`src/rtl/encoder_4to2_sync.sv`:
```
// Debounced 4-to-2 priority encoder with a one-entry valid/ready output register.
// Requests are synchronized, filtered per line, and their rising edges are encoded (d3 highest).
module encoder_4to2_sync #(
  parameter int DEB = 4
) (
  input  logic clk,
  input  logic rst,
  input  logic d0,
  input  logic d1,
  input  logic d2,
  input  logic d3,
  input  logic ready,
  output logic a,
  output logic b,
  output logic valid,
  output logic multi,
  output logic ovf
);

  typedef enum logic {
    EMPTY = 1'b0,
    FULL  = 1'b1
  } state_t;

  logic [3:0] sync1, sync2;
  logic [3:0] filt, filt_q;
  logic [3:0] cnt [4];
  logic [3:0] rise;

  state_t     state, state_nxt;
  logic [1:0] code, code_nxt;
  logic       multi_nxt;
  logic       ovf_nxt;
  logic [1:0] ev_code;
  logic       ev_multi;

  // NOTE: sequential state uses non-blocking assignments so every flop samples pre-edge values.
  always_ff @(posedge clk or posedge rst) begin
    if (rst) begin
      sync1 <= '0;
      sync2 <= '0;
    end else begin
      sync1 <= {d3, d2, d1, d0};
      sync2 <= sync1;
    end
  end

  // NOTE: the counter array is a handful of flops, not a RAM, so it is reset along with everything else.
  always_ff @(posedge clk or posedge rst) begin
    if (rst) begin
      filt   <= '0;
      filt_q <= '0;
      for (int i = 0; i < 4; i++) cnt[i] <= '0;
    end else begin
      filt_q <= filt;
      for (int i = 0; i < 4; i++) begin
        if (sync2[i] == filt[i]) begin
          cnt[i] <= '0;
        end else if (cnt[i] == 4'(DEB - 1)) begin
          filt[i] <= sync2[i];
          cnt[i]  <= '0;
        end else begin
          cnt[i] <= cnt[i] + 4'd1;
        end
      end
    end
  end

  assign rise = filt & ~filt_q;

  // Clearing the lowest set bit leaves something only when two or more lines rose.
  always_comb begin
    ev_multi = |(rise & (rise - 4'd1));
    if (rise[3])      ev_code = 2'd3;
    else if (rise[2]) ev_code = 2'd2;
    else if (rise[1]) ev_code = 2'd1;
    else              ev_code = 2'd0;
  end

  // NOTE: every output of this block gets a default first, so no path can infer a latch.
  always_comb begin
    state_nxt = state;
    code_nxt  = code;
    multi_nxt = multi;
    ovf_nxt   = ovf;
    case (state)
      EMPTY: begin
        if (|rise) begin
          state_nxt = FULL;
          code_nxt  = ev_code;
          multi_nxt = ev_multi;
        end
      end
      FULL: begin
        if (ready) begin
          if (|rise) begin
            code_nxt  = ev_code;
            multi_nxt = ev_multi;
          end else begin
            state_nxt = EMPTY;
          end
        end else if (|rise) begin
          ovf_nxt = 1'b1;
        end
      end
      default: state_nxt = EMPTY;
    endcase
  end

  always_ff @(posedge clk or posedge rst) begin
    if (rst) begin
      state <= EMPTY;
      code  <= '0;
      multi <= 1'b0;
      ovf   <= 1'b0;
    end else begin
      state <= state_nxt;
      code  <= code_nxt;
      multi <= multi_nxt;
      ovf   <= ovf_nxt;
    end
  end

  assign valid = (state == FULL);
  assign a     = code[1];
  assign b     = code[0];

endmodule

```
`config.mk`:
```
export PLATFORM = sky130hd
export DESIGN_NAME = encoder_4to2_sync
export DESIGN_NICKNAME = d
export VERILOG_FILES = /design/src/rtl/encoder_4to2_sync.sv
export SDC_FILE = /design/constraint.sdc
export NUM_CORES = 1
export LEC_CHECK = 0
export BUFFER_PORTS_ARGS = -buffer_cell sky130_fd_sc_hd__clkbuf_2
export CORE_AREA = 4 4 82 84
export DETAILED_ROUTE_END_ITERATION = 6
export DIE_AREA = 0 0 86 88
export GPL_TIMING_DRIVEN = 0
export REMOVE_ABC_BUFFERS = 1
export SYNTH_ARGS = -nofsm -noshare
export SYNTH_HDL_FRONTEND = slang
export SYNTH_SLANG_ARGS = --single-unit
```
`constraint.sdc`:
```
create_clock -name clk -period 3.3 [get_ports clk]
set_input_delay 0.33 -clock clk [delete_from_list [all_inputs] [get_ports clk]]
set_output_delay 0.33 -clock clk [all_outputs]
set_load 0.01 [all_outputs]
```
# [Word level (Yosys, flattened, before mapping)]
# Cells that the tools add are included.
[totals] reg_bits=37 latchBits=0 ram_bits=0 rom_bits=0 input_bits=7 output_inout_bits=5 wordCells=65 n_memories=0
[op_classes] addsub=5 n_mul=0 n_div=0 n_lt_le_gt_ge=0 eq_ne=9 n_shift=0 muxes=20 bitwise_logic=9 reduce_logical=7
[ops] cell="4-bit two-way mux" count=8
[ops] cell="4-bit by 1-bit adder with 4-bit output, second input constant" count=4
[ops] cell="4-bit by 2-bit == test with 1-bit output, second input constant" count=4
[ops] cell="4-bit bitwise AND" count=2
[ops] cell="2-bit two-way mux" count=4
[ops] cell="2-bit AND reduction" count=4
[ops] cell="4-bit OR reduction" count=2
[ops] cell="1-bit NOT" count=6
[ops] cell="1-bit two-way mux" count=5
[ops] cell="1-bit == test" count=4
[ops] cell="4-bit NOT" count=1
[ops] cell="1-bit case mux with 2 select lines" count=2
[ops] cell="2-bit case mux with 2 select lines" count=1
[ops] cell="4-bit by 1-bit subtractor with 4-bit output, second input constant" count=1
[ops] cell="3-bit AND reduction" count=1
[ops] cell="2-bit inequality test, second input constant" count=1

# [Depth between registers and ports, before layout]
# Gate-level depths: netlist (run 1).
[depth] ltp_word=8 mapped_depth=3 ltp_nobuf=3

# [Worst setup path after synthesis (run 1)]
# Ideal clock, no wire load.
[synth_timing] kind="reg2reg" startpoint="register cnt[12] (netlist name)" endpoint="register filt[0]" setup_ns=0.125 t_arrival_ns=1.102 required_ns=3.175 setup_slack_ns=2.073 path_stages_with_launch=4 path_buffers=0 synth_period_minus_slack_ns=1.227 cell_sequence="dfrtp_1 > ha_1 > nor3b_1 > mux2_2"
[synth_between] elab_chain_len=2
[synth_rtl] item="from (decl)" line_no="27" rtl="logic [3:0] cnt [4];"
[synth_rtl] item="from (signal, indexed assignment)" line_no="63" rtl="cnt[i] <= cnt[i] + 4'd1;"
[synth_rtl] item="4-bit by 2-bit == test with 1-bit output" line_no="59" rtl="end else if (cnt[i] == 4'(DEB - 1)) begin"
[synth_rtl] item="2-bit AND reduction (no line)"
[synth_rtl] item="to (signal, indexed assignment)" line_no="60" rtl="filt[i] <= sync2[i];"
[synth_rtl] item="to (decl)" line_no="26" rtl="logic [3:0] filt, filt_q;"
# No other way between the ends.
# A chain may end at the register's enable or synchronous reset.

# [Worst setup path after layout (run 1)]
[layout_timing] startpoint="register cnt[0] (netlist name)" endpoint="register filt[3]"
# Same word-level chain as after synthesis.

==> results of run 1 <==
[stage by stage]
| step | total power, mW | std cells |
|---|---|---|
| 2_1_floorplan | 0.9708 | 109 |
| 3_3_place_gp | 1.056 | 195 |
| 3_5_place_dp | 1.066 | 195 |
| 4_1_cts | 1.454 | 202 |
| 5_1_grt | 1.536 | 202 |
| 6_report | 1.428 | 202 |
[kinds of logic (layout without fill, tap and decap cells)]
| logic type | Yosys count | after routing | synth area share [%] |
|---|---|---|---|
| compound gates | 10 | 10 | 5.731 |
| xor+xnor | 10 | 10 | 5.988 |
| fa+ha+maj | 4 | 4 | 3.422 |
| buf+inv | 3 | 21 | 0.7698 |
| flops | 37 | 37 | 63.30 |
| mux | 5 | 5 | 3.764 |
| simple gates | 40 | 40 | 17.02 |
[worst register-to-register path: stages, from the launching register on]
cell and delay, ns:
dfrtp_1 0.38, ha_1 0.18, nor3b_1 0.29, mux2_2 0.37
[path summary, 6_finish.rpt]
kind	start	to	slack, ns
hold / removal	d3	sync1[3]$_DFF_PP0_	0.14
min in group asynchronous	rst	sync1[1]$_DFF_PP0_	0.15
hold reg to reg	sync1[2]$_DFF_PP0_	sync2[2]$_DFF_PP0_	0.34
max in group asynchronous	rst	cnt[11]$_DFF_PP0_	2.68
setup / recovery	cnt[0]$_DFF_PP0_	filt[3]$_DFFE_PP0P_	1.97
setup reg to reg	cnt[0]$_DFF_PP0_	filt[3]$_DFFE_PP0P_	1.97
[cells in the final DEF, fill, tap and decap left out, types with 2 or more instances in the layout]
cell / count
inv_1: 2
a21oi_1: 5
nand2b_1: 6
nor2b_1: 5
clkbuf_2: 11
nand3b_1: 4
ha_1: 4
nor2_1: 5
and2b_4: 2
mux2_2: 4
xnor2_1: 5
dfrtp_1: 37
xor2_1: 5
nor3_1: 6
clkbuf_8: 5
nor3b_1: 4
nand3_1: 4
[cell type report]
cell class	instances	share of cell area [%]
tap	75	5.470
inverter	3	0.6565
multi-input combinational	69	30.63
clock inverter	2	2.042
timing repair buffer	11	3.209
sequential	37	53.98
clock buffer	5	4.012
[sequential cells by signal, indices dropped and copies added, names as in the netlist]
name	cells
cnt	16
code	2
filt	4
filt_q	4
multi	1
ovf	1
sync1	4
sync2	4
valid	1
[routing by layer]
layer	GRT usage, %	wire (um)	up-vias
li1	-	-	409
met1	8.382	1116	386
met2	8.619	798	15
met3	3.857	149	9
met4	4.317	62	0
met5	0	0	-
[power by group through the flow]
stage	combinational, mW	clock (mW)	sequential [mW]
finish	0.403	0.375	0.650
global route	0.456	0.414	0.666
CTS	0.410	0.393	0.651
detailed placement	0.406	0	0.660
global placement	0.401	0	0.656
floorplan	0.316	0	0.655
==> results.ini, run 1 <==
[synth]
synth_top_area_share_pct = 63.30
syn-mean-instance-area_um2 = 13.42
ys_top_cells_by_count = dfrtp_1 (37), nand2b_1 (6), nor3_1 (6)
synthArstFlopShare_pct = 100.0
syn-instance-count = 109
ys_types = 25
yosys-top-cells-area = dfrtp_1 (63%), ha_1 (3.4%), mux2_2 (3.1%), xnor2_1 (3.0%), xor2_1 (3.0%)
netlist_area_um2 = 1463
yosysMostFrequentCell = dfrtp_1
yosysTopAreaCell = dfrtp_1
ys_seq_area_share_pct = 63.30
synth_edf_count = 0
ys_ff_latch = 37
yosys_most_used_dff = dfrtp_1
ys_warn_count = 0

[cells_and_area]
fillers = 604
finalCoreUtilization_pct = 28.97
syn_to_final_growth_pct = 17.28
final_layout_size_suffix_gt1_share_pct = 21.26
antenna_cells = 0
multi_input_area_um2 = 525.5
area.sequential_um2 = 925.9
final_area_um2 = 1715
layout.nets = 138

[global_route]
track_usage_pct = 6.680
antenna_found_initial = 0
grt_remaining_overflow = 0
grt_start_max_net_pins = 38
grt_pass1_vias = 780
grt_pass1_wl_mm = 3.684

[timing]
setup-tns-final_ns = 0
rsz0062_at_grt = no
period_minus_slack_ns = 1.329
worst_pin_slew_ns = 0.7389
period_share_pct = 40.29
finalSetupViolCount = 0
holdWs_ns = 0.1421
hold_viol = 0
report.final.slew_viol_count = 0
slew_headroom_pct = 50.67
fin_skew_ns = 0.006668
max_freq_mhz = 752.2
fin_ws_ns = 1.971

[routing]
first_iter_violations = 24
drc = 0
wl_mm = 2.127
vias = 819
dr.pass1.iters = 6
wire_per_inst_um = 10.53
ant_nets = 0
viasPerCell = 4.054

[setup_path]
crit_chain = ha_1 > nor3b_1 > mux2_2
critPathMaxFanout = 3
reg2reg_depth = 3
crit_buf_inv = 0
cp_top_family = flip-flops
slowest_delay_ns = 0.38
cp.arrival_ns = 1.51
cp-start-kind = flop
crit_path_end_kind = flop
path_class = flop to flop
cp_slowest_cell = dfrtp_1
cp.required_ns = 3.48
worst-path-stages = 3

[power]
p_leak_nw = 0.7570
p_sw_share_pct = 30.27
pwr-share-clk_pct = 26.3
p_int_mw = 0.9956
peakVddDrop_v = 0.0002695
p_seq_share_pct = 45.5
powerDensity_nw_per_um2 = 832.4
power.switching_mw = 0.4322
combPwrFrac_pct = 28.2

[clock_tree]
clk_latency_ns = 0.29
cts_root_buf = clkbuf_8
cts_hold_buffers = 0
cts_max_path_buffers = 2
cts_tree = built
htreeDepth = 2
clk_pin_slew_ns = 0.07
cts_buffers = 5
cts_resized = 0
cts.sinks = 37
post_cts_buffers = 0

[placed_design]
dpl.hpwl_mm = 1.442
placed_area_um2 = 1612
place_congestion = 0.7383
dp_slack_ns = 1.974
io_buffers = 11

[die]
die-height_um = 88
start_util_pct = 24.70
rows = 28
die_area_um2 = 7568
coreArea_um2 = 5921
dieWidth_um = 86
io_pins = 12

[run_status]
outcome = finished clean

[worst_hold_path]
hold_depth = 1
worst_hold_path_type = primary input to flop

[job]
drv_cap = 0

No activity file was read; power rests on OpenSTA's default activity.
==> run 2, diff against run 1 <==
==> constraint.sdc (replaced) <==
create_clock -name clk -period 1.25 [get_ports clk]
set_input_delay 0.125 -clock clk [delete_from_list [all_inputs] [get_ports clk]]
set_output_delay 0.125 -clock clk [all_outputs]
set_load 0.01 [all_outputs]
==> run 2 against run 1 <==
Flip-flop and latch count is the same. Routed wire length rose by 10%. Die area unchanged. Clock power grew to 2.7 times the previous value. Count of clock-buffer cells in the layout unchanged. Combinational power grew to 3.5 times the previous value. Critical endpoint is now code[0]$_DFFE_PP0P_. Largest power group unchanged. Highest routed layer unchanged.
==> results.ini, run 2 (synthesis results as in run 1) <==
[timing]
slew_headroom_pct = 50.14
report.final.slew_viol_count = 0
period_minus_slack_ns = 1.249
rsz0062_at_grt = yes
fin_ws_ns = 0.0009753
hold_viol = 0
period_share_pct = 99.92
fin_skew_ns = 0.009434
finalSetupViolCount = 0
max_freq_mhz = 800.6
holdWs_ns = 0.1294
worst_pin_slew_ns = 0.7467

[routing]
wire_per_inst_um = 10.79
viasPerCell = 4.194
wl_mm = 2.341
first_iter_violations = 23
vias = 910
ant_nets = 0
drc = 0
dr.pass1.iters = 4

[clock_tree]
cts_root_buf = clkbuf_8
cts_buffers = 5
htreeDepth = 2
clk_latency_ns = 0.29
clk_pin_slew_ns = 0.07
cts_tree = built
cts_max_path_buffers = 2
cts.sinks = 37

[cells_and_area]
final_layout_size_suffix_gt1_share_pct = 33.10
final_area_um2 = 1914
antenna_cells = 0
regMostFlops = cnt
multi_input_area_um2 = 599.3
largest_register_ff_count = 16
final_common_cell = dfrtp_1
syn_to_final_growth_pct = 30.88
fillers = 594
final_cell_mix = dfrtp_1 (37), clkbuf_2 (11), buf_4 (10), nor3_1 (6), nand2b_1 (6)
layout.nets = 153
final_cell_count_no_fill = 217
area.sequential_um2 = 925.9

[placed_design]
io_buffers = 11
dpl.hpwl_mm = 1.442
dp_slack_ns = -0.07566
place_congestion = 0.7383
placed_area_um2 = 1612
dp_cells = 195

[die]
start_util_pct = 24.70
dieWidth_um = 86
die-height_um = 88
rows = 28
io_pins = 12
coreArea_um2 = 5921
die_area_um2 = 7568

[global_route]
grt_remaining_overflow = 0
grt_start_max_net_pins = 38
grt_pass1_wl_mm = 3.933
grt_pass1_vias = 832
track_usage_pct = 7.076
antenna_found_initial = 0

[setup_path]
crit_path_end_kind = flop
path_class = flop to flop
cp-start-kind = flop
reg2reg_slack_ns = 0.001
cp.required_ns = 1.47
reg2reg_to = code[0]$_DFFE_PP0P_
r2r-start = filt[0]$_DFFE_PP0P_
reg2reg_depth = 3
critPathMaxFanout = 5
cp.arrival_ns = 1.47

[run_status]
outcome = finished clean

[power]
p_seq_share_pct = 41.1
p_int_mw = 2.861
power.switching_mw = 1.214
peakVddDrop_v = 0.0007176
p_sw_share_pct = 29.79
p_leak_nw = 0.8392
powerDensity_nw_per_um2 = 2129
combPwrFrac_pct = 34.4
pwr-share-clk_pct = 24.5

[worst_hold_path]
worst_hold_path_type = primary input to flop
hold_depth = 3
worstHoldEndpoint = code[1]$_DFFE_PP0P_
hold_start = ready

[job]
drv_cap = 0

## run 2: per-stage QoR
| stage | TNS [ns] | total power [mW] | utilization, % |
|---|---|---|---|
| 4_1_cts | -0.01229 | 3.958 | 30.68 |
| 3_3_place_gp | -8.612 | 2.789 | 27.22 |
| 5_1_grt | -0.08684 | 4.386 | 32.33 |
| 2_1_floorplan | 0 | 2.563 | - |
| 6_report | 0 | 4.075 | 32.33 |
| 3_5_place_dp | -0.3183 | 2.815 | 27.22 |
## run 2: power by group through the flow
stage               clock network, mW  registers [mW]  logic, mW
global placement                    0            1.73       1.06
floorplan                           0            1.73      0.833
detailed placement                  0            1.74       1.07
CTS                              1.04            1.67       1.25
global route                     1.09            1.71       1.58
finish                          0.998            1.68       1.40
## run 2: how the worst max path moves through the flow
stage / start / to / slack (ns)
floorplan: cnt[12]$_DFF_PP0_ / filt[0]$_DFFE_PP0P_ / 0.02
detailed placement: cnt[0]$_DFF_PP0_ / filt[3]$_DFFE_PP0P_ / -0.08
global placement: rst / multi$_DFFE_PP0P_ / -0.23
CTS: filt[0]$_DFFE_PP0P_ / code[0]$_DFFE_PP0P_ / -0.01
finish: filt[0]$_DFFE_PP0P_ / code[0]$_DFFE_PP0P_ / 0.001
global route: filt[0]$_DFFE_PP0P_ / code[0]$_DFFE_PP0P_ / -0.03
## run 2: timing repair
action | in CTS | in global routing
pin swaps | 1 | 5
setup buffers | 4 | 6
resized for setup | 5 | 12
hold endpoints to repair | 41 | 0
hold buffers | 5 | 0
endpoints found under the setup margin | 6 | 8
## run 2: routing by layer
metal,vias to the layer above,global-route usage [%],wire [um]
met1,439,8.910,1124
met4,0,4.317,61
met2,19,9.390,993
met3,8,3.857,161
li1,444,-,-
met5,-,0,0
## run 2: critical path, cell delays in order, from the launching register on
cell and delay, ns:
dfrtp_1 0.39, and2b_4 0.20, o41ai_4 0.37, mux2i_1 0.22
## run 2: area by class of cell
type | instances | share of cell area, %
clock buffers | 5 | 3.595
multi-input cells | 69 | 31.31
inverters | 3 | 0.5882
repair buffers | 26 | 9.412
well taps | 75 | 4.902
flip-flops and latches | 37 | 48.37
clock inverters | 2 | 1.830
==> run 3, diff against run 2 <==
--- a/config.mk
+++ b/config.mk
@@ -6,10 +6,13 @@
 export NUM_CORES = 1
 export LEC_CHECK = 0
 export BUFFER_PORTS_ARGS = -buffer_cell sky130_fd_sc_hd__clkbuf_2
+export CELL_PAD_IN_SITES_DETAIL_PLACEMENT = 0
+export CELL_PAD_IN_SITES_GLOBAL_PLACEMENT = 1
 export CORE_AREA = 4 4 82 84
 export DETAILED_ROUTE_END_ITERATION = 6
 export DIE_AREA = 0 0 86 88
 export GPL_TIMING_DRIVEN = 0
+export PLACE_DENSITY_LB_ADDON = 0.1
 export REMOVE_ABC_BUFFERS = 1
 export SYNTH_ARGS = -nofsm -noshare
 export SYNTH_HDL_FRONTEND = slang
==> run 3 against run 2 <==
Clock power fell by 9.5%. Total power shrank 0.58%. Fmax up 1.4%. Global-route usage about the same. Worst hold slack better by 0.010 ns. Critical path type unchanged. Non-clock buffer count increased by 4. Critical path depth did not move. Cell count grew 2.3%. Worst setup slack better by 0.017 ns. Utilization grew 0.42 points.
==> results.ini, run 3 (synthesis results as in run 1) <==
[routing]
wire_per_inst_um = 11.21
wl_mm = 2.489
first_iter_violations = 18
vias = 921
drc = 0
dr.pass1.iters = 4
ant_nets = 0
viasPerCell = 4.149

[power]
peakVddDrop_v = 0.0006567
p_leak_nw = 0.8618
finalPower_mw = 4.052
powerDensity_nw_per_um2 = 2089

[setup_path]
cp-start-kind = flop
cp_top_family = flip-flops
cp.required_ns = 1.45
path_class = flop to flop
cp_slowest_cell = dfrtp_1
slowest_delay_ns = 0.38
crit_chain = and2b_4 > o41ai_4 > mux2i_1
crit_path_end_kind = flop
cp.arrival_ns = 1.44
critPathMaxFanout = 5
crit_buf_inv = 0

[timing]
report.final.slew_viol_count = 0
setup-tns-final_ns = 0
slew_headroom_pct = 47.54
max_freq_mhz = 811.6
fin_skew_ns = 0.004425
finalSetupViolCount = 0
rsz0062_at_grt = yes
period_share_pct = 98.58
period_minus_slack_ns = 1.232
worst_pin_slew_ns = 0.7857
hold_viol = 0

[die]
rows = 28
dieWidth_um = 86
coreArea_um2 = 5921
die_area_um2 = 7568
die-height_um = 88
io_pins = 12
start_util_pct = 24.70

[placed_design]
dpl.hpwl_mm = 1.509
place_congestion = 0.6988
io_buffers = 11

[global_route]
grt_pass1_wl_mm = 4.064
grt_pass1_vias = 864
track_usage_pct = 7.123
grt_remaining_overflow = 0
antenna_found_initial = 0
grt_start_max_net_pins = 38

[clock_tree]
clk_latency_ns = 0.28
clk_pin_slew_ns = 0.07
cts_tree = built
htreeDepth = 2
cts.sinks = 37
cts_buffers = 5
cts_max_path_buffers = 2
cts_root_buf = clkbuf_8

[cells_and_area]
area.sequential_um2 = 925.9
antenna_cells = 0
multi_input_area_um2 = 596.8
final_cell_mix = dfrtp_1 (37), buf_4 (14), clkbuf_2 (11), clkbuf_8 (7)
largest_register_ff_count = 16
fillers = 602
syn_to_final_growth_pct = 32.59
regMostFlops = cnt
final_common_cell = dfrtp_1
layout.nets = 157
final_layout_size_suffix_gt1_share_pct = 34.69

[run_status]
outcome = finished clean

[worst_hold_path]
worst_hold_path_type = primary input to flop

[job]
drv_cap = 0

==> run 3: timing repair <==
item                       CTS  global route
gates resized for setup      9             8
buffers inserted             4            10
pin swaps                    2             4
setup endpoints to repair    6             8
hold endpoints to repair    12             0
hold buffers                 5             0
==> run 3: worst paths after layout <==
path                                     start                   to  slack [ns]  depth (start not counted)
min in group asynchronous                  rst   sync1[3]$_DFF_PP0_        0.52                          3
hold / removal                           ready  code[1]$_DFFE_PP0P_        0.14                          3
setup / recovery           filt[0]$_DFFE_PP0P_  code[0]$_DFFE_PP0P_        0.02                          3
setup reg to reg           filt[0]$_DFFE_PP0P_  code[0]$_DFFE_PP0P_        0.02                          3
max in group asynchronous                  rst     cnt[4]$_DFF_PP0_        0.22                          3
hold reg to reg             sync1[0]$_DFF_PP0_   sync2[0]$_DFF_PP0_        0.35                          0
==> run 3: worst reg2reg max path, cell delays in order (launching register included) <==
cell and delay, ns:
dfrtp_1 0.38, and2b_4 0.19, o41ai_4 0.36, mux2i_1 0.22
==> run 3: final cells by class <==
cell class | count | share of cell area, %
Timing Repair Buffer | 30 | 10.84
Multi-Input combinational cell | 69 | 30.77
Clock buffer | 7 | 4.968
Sequential cell | 37 | 47.74
Tap cell | 75 | 4.839
Clock inverter | 1 | 0.2581
Inverter | 3 | 0.5806
==> run 3: layer usage <==
layer	track usage (%)	share of wire, %	vias to the layer above
met5	0	0	-
met4	3.885	1.7	0
met1	9.096	46	454
met2	9.951	47	17
li1	-	-	446
met3	3.293	5.3	4
==> run 3: power by group <==
| part | internal, mW | switching [mW] | leakage [nW] | total (mW) |
|---|---|---|---|---|
| clock network | 0.498 | 0.405 | 0.0542 | 0.903 |
| registers | 1.51 | 0.163 | 0.458 | 1.67 |
| logic | 0.833 | 0.643 | 0.350 | 1.48 |
| total | 2.84 | 1.21 | 0.862 | 4.05 |
==> run 3: per-stage QoR <==
| stage | instances | hold WS, ns | utilization [%] | cell area [um^2] | setup WS (ns) |
|---|---|---|---|---|---|
| after floorplan | 109 | 0.1564 | - | 1463 | 0.02287 |
| after global placement | 195 | 0.2339 | 27.22 | 1612 | -0.2160 |
| after detailed placement | 195 | 0.2360 | 27.22 | 1612 | -0.1122 |
| after CTS | 212 | 0.1365 | 30.96 | 1833 | 0.0001390 |
| after global routing | 222 | 0.1566 | 32.76 | 1939 | -0.03471 |
| final | 222 | 0.1395 | 32.76 | 1939 | 0.01779 |
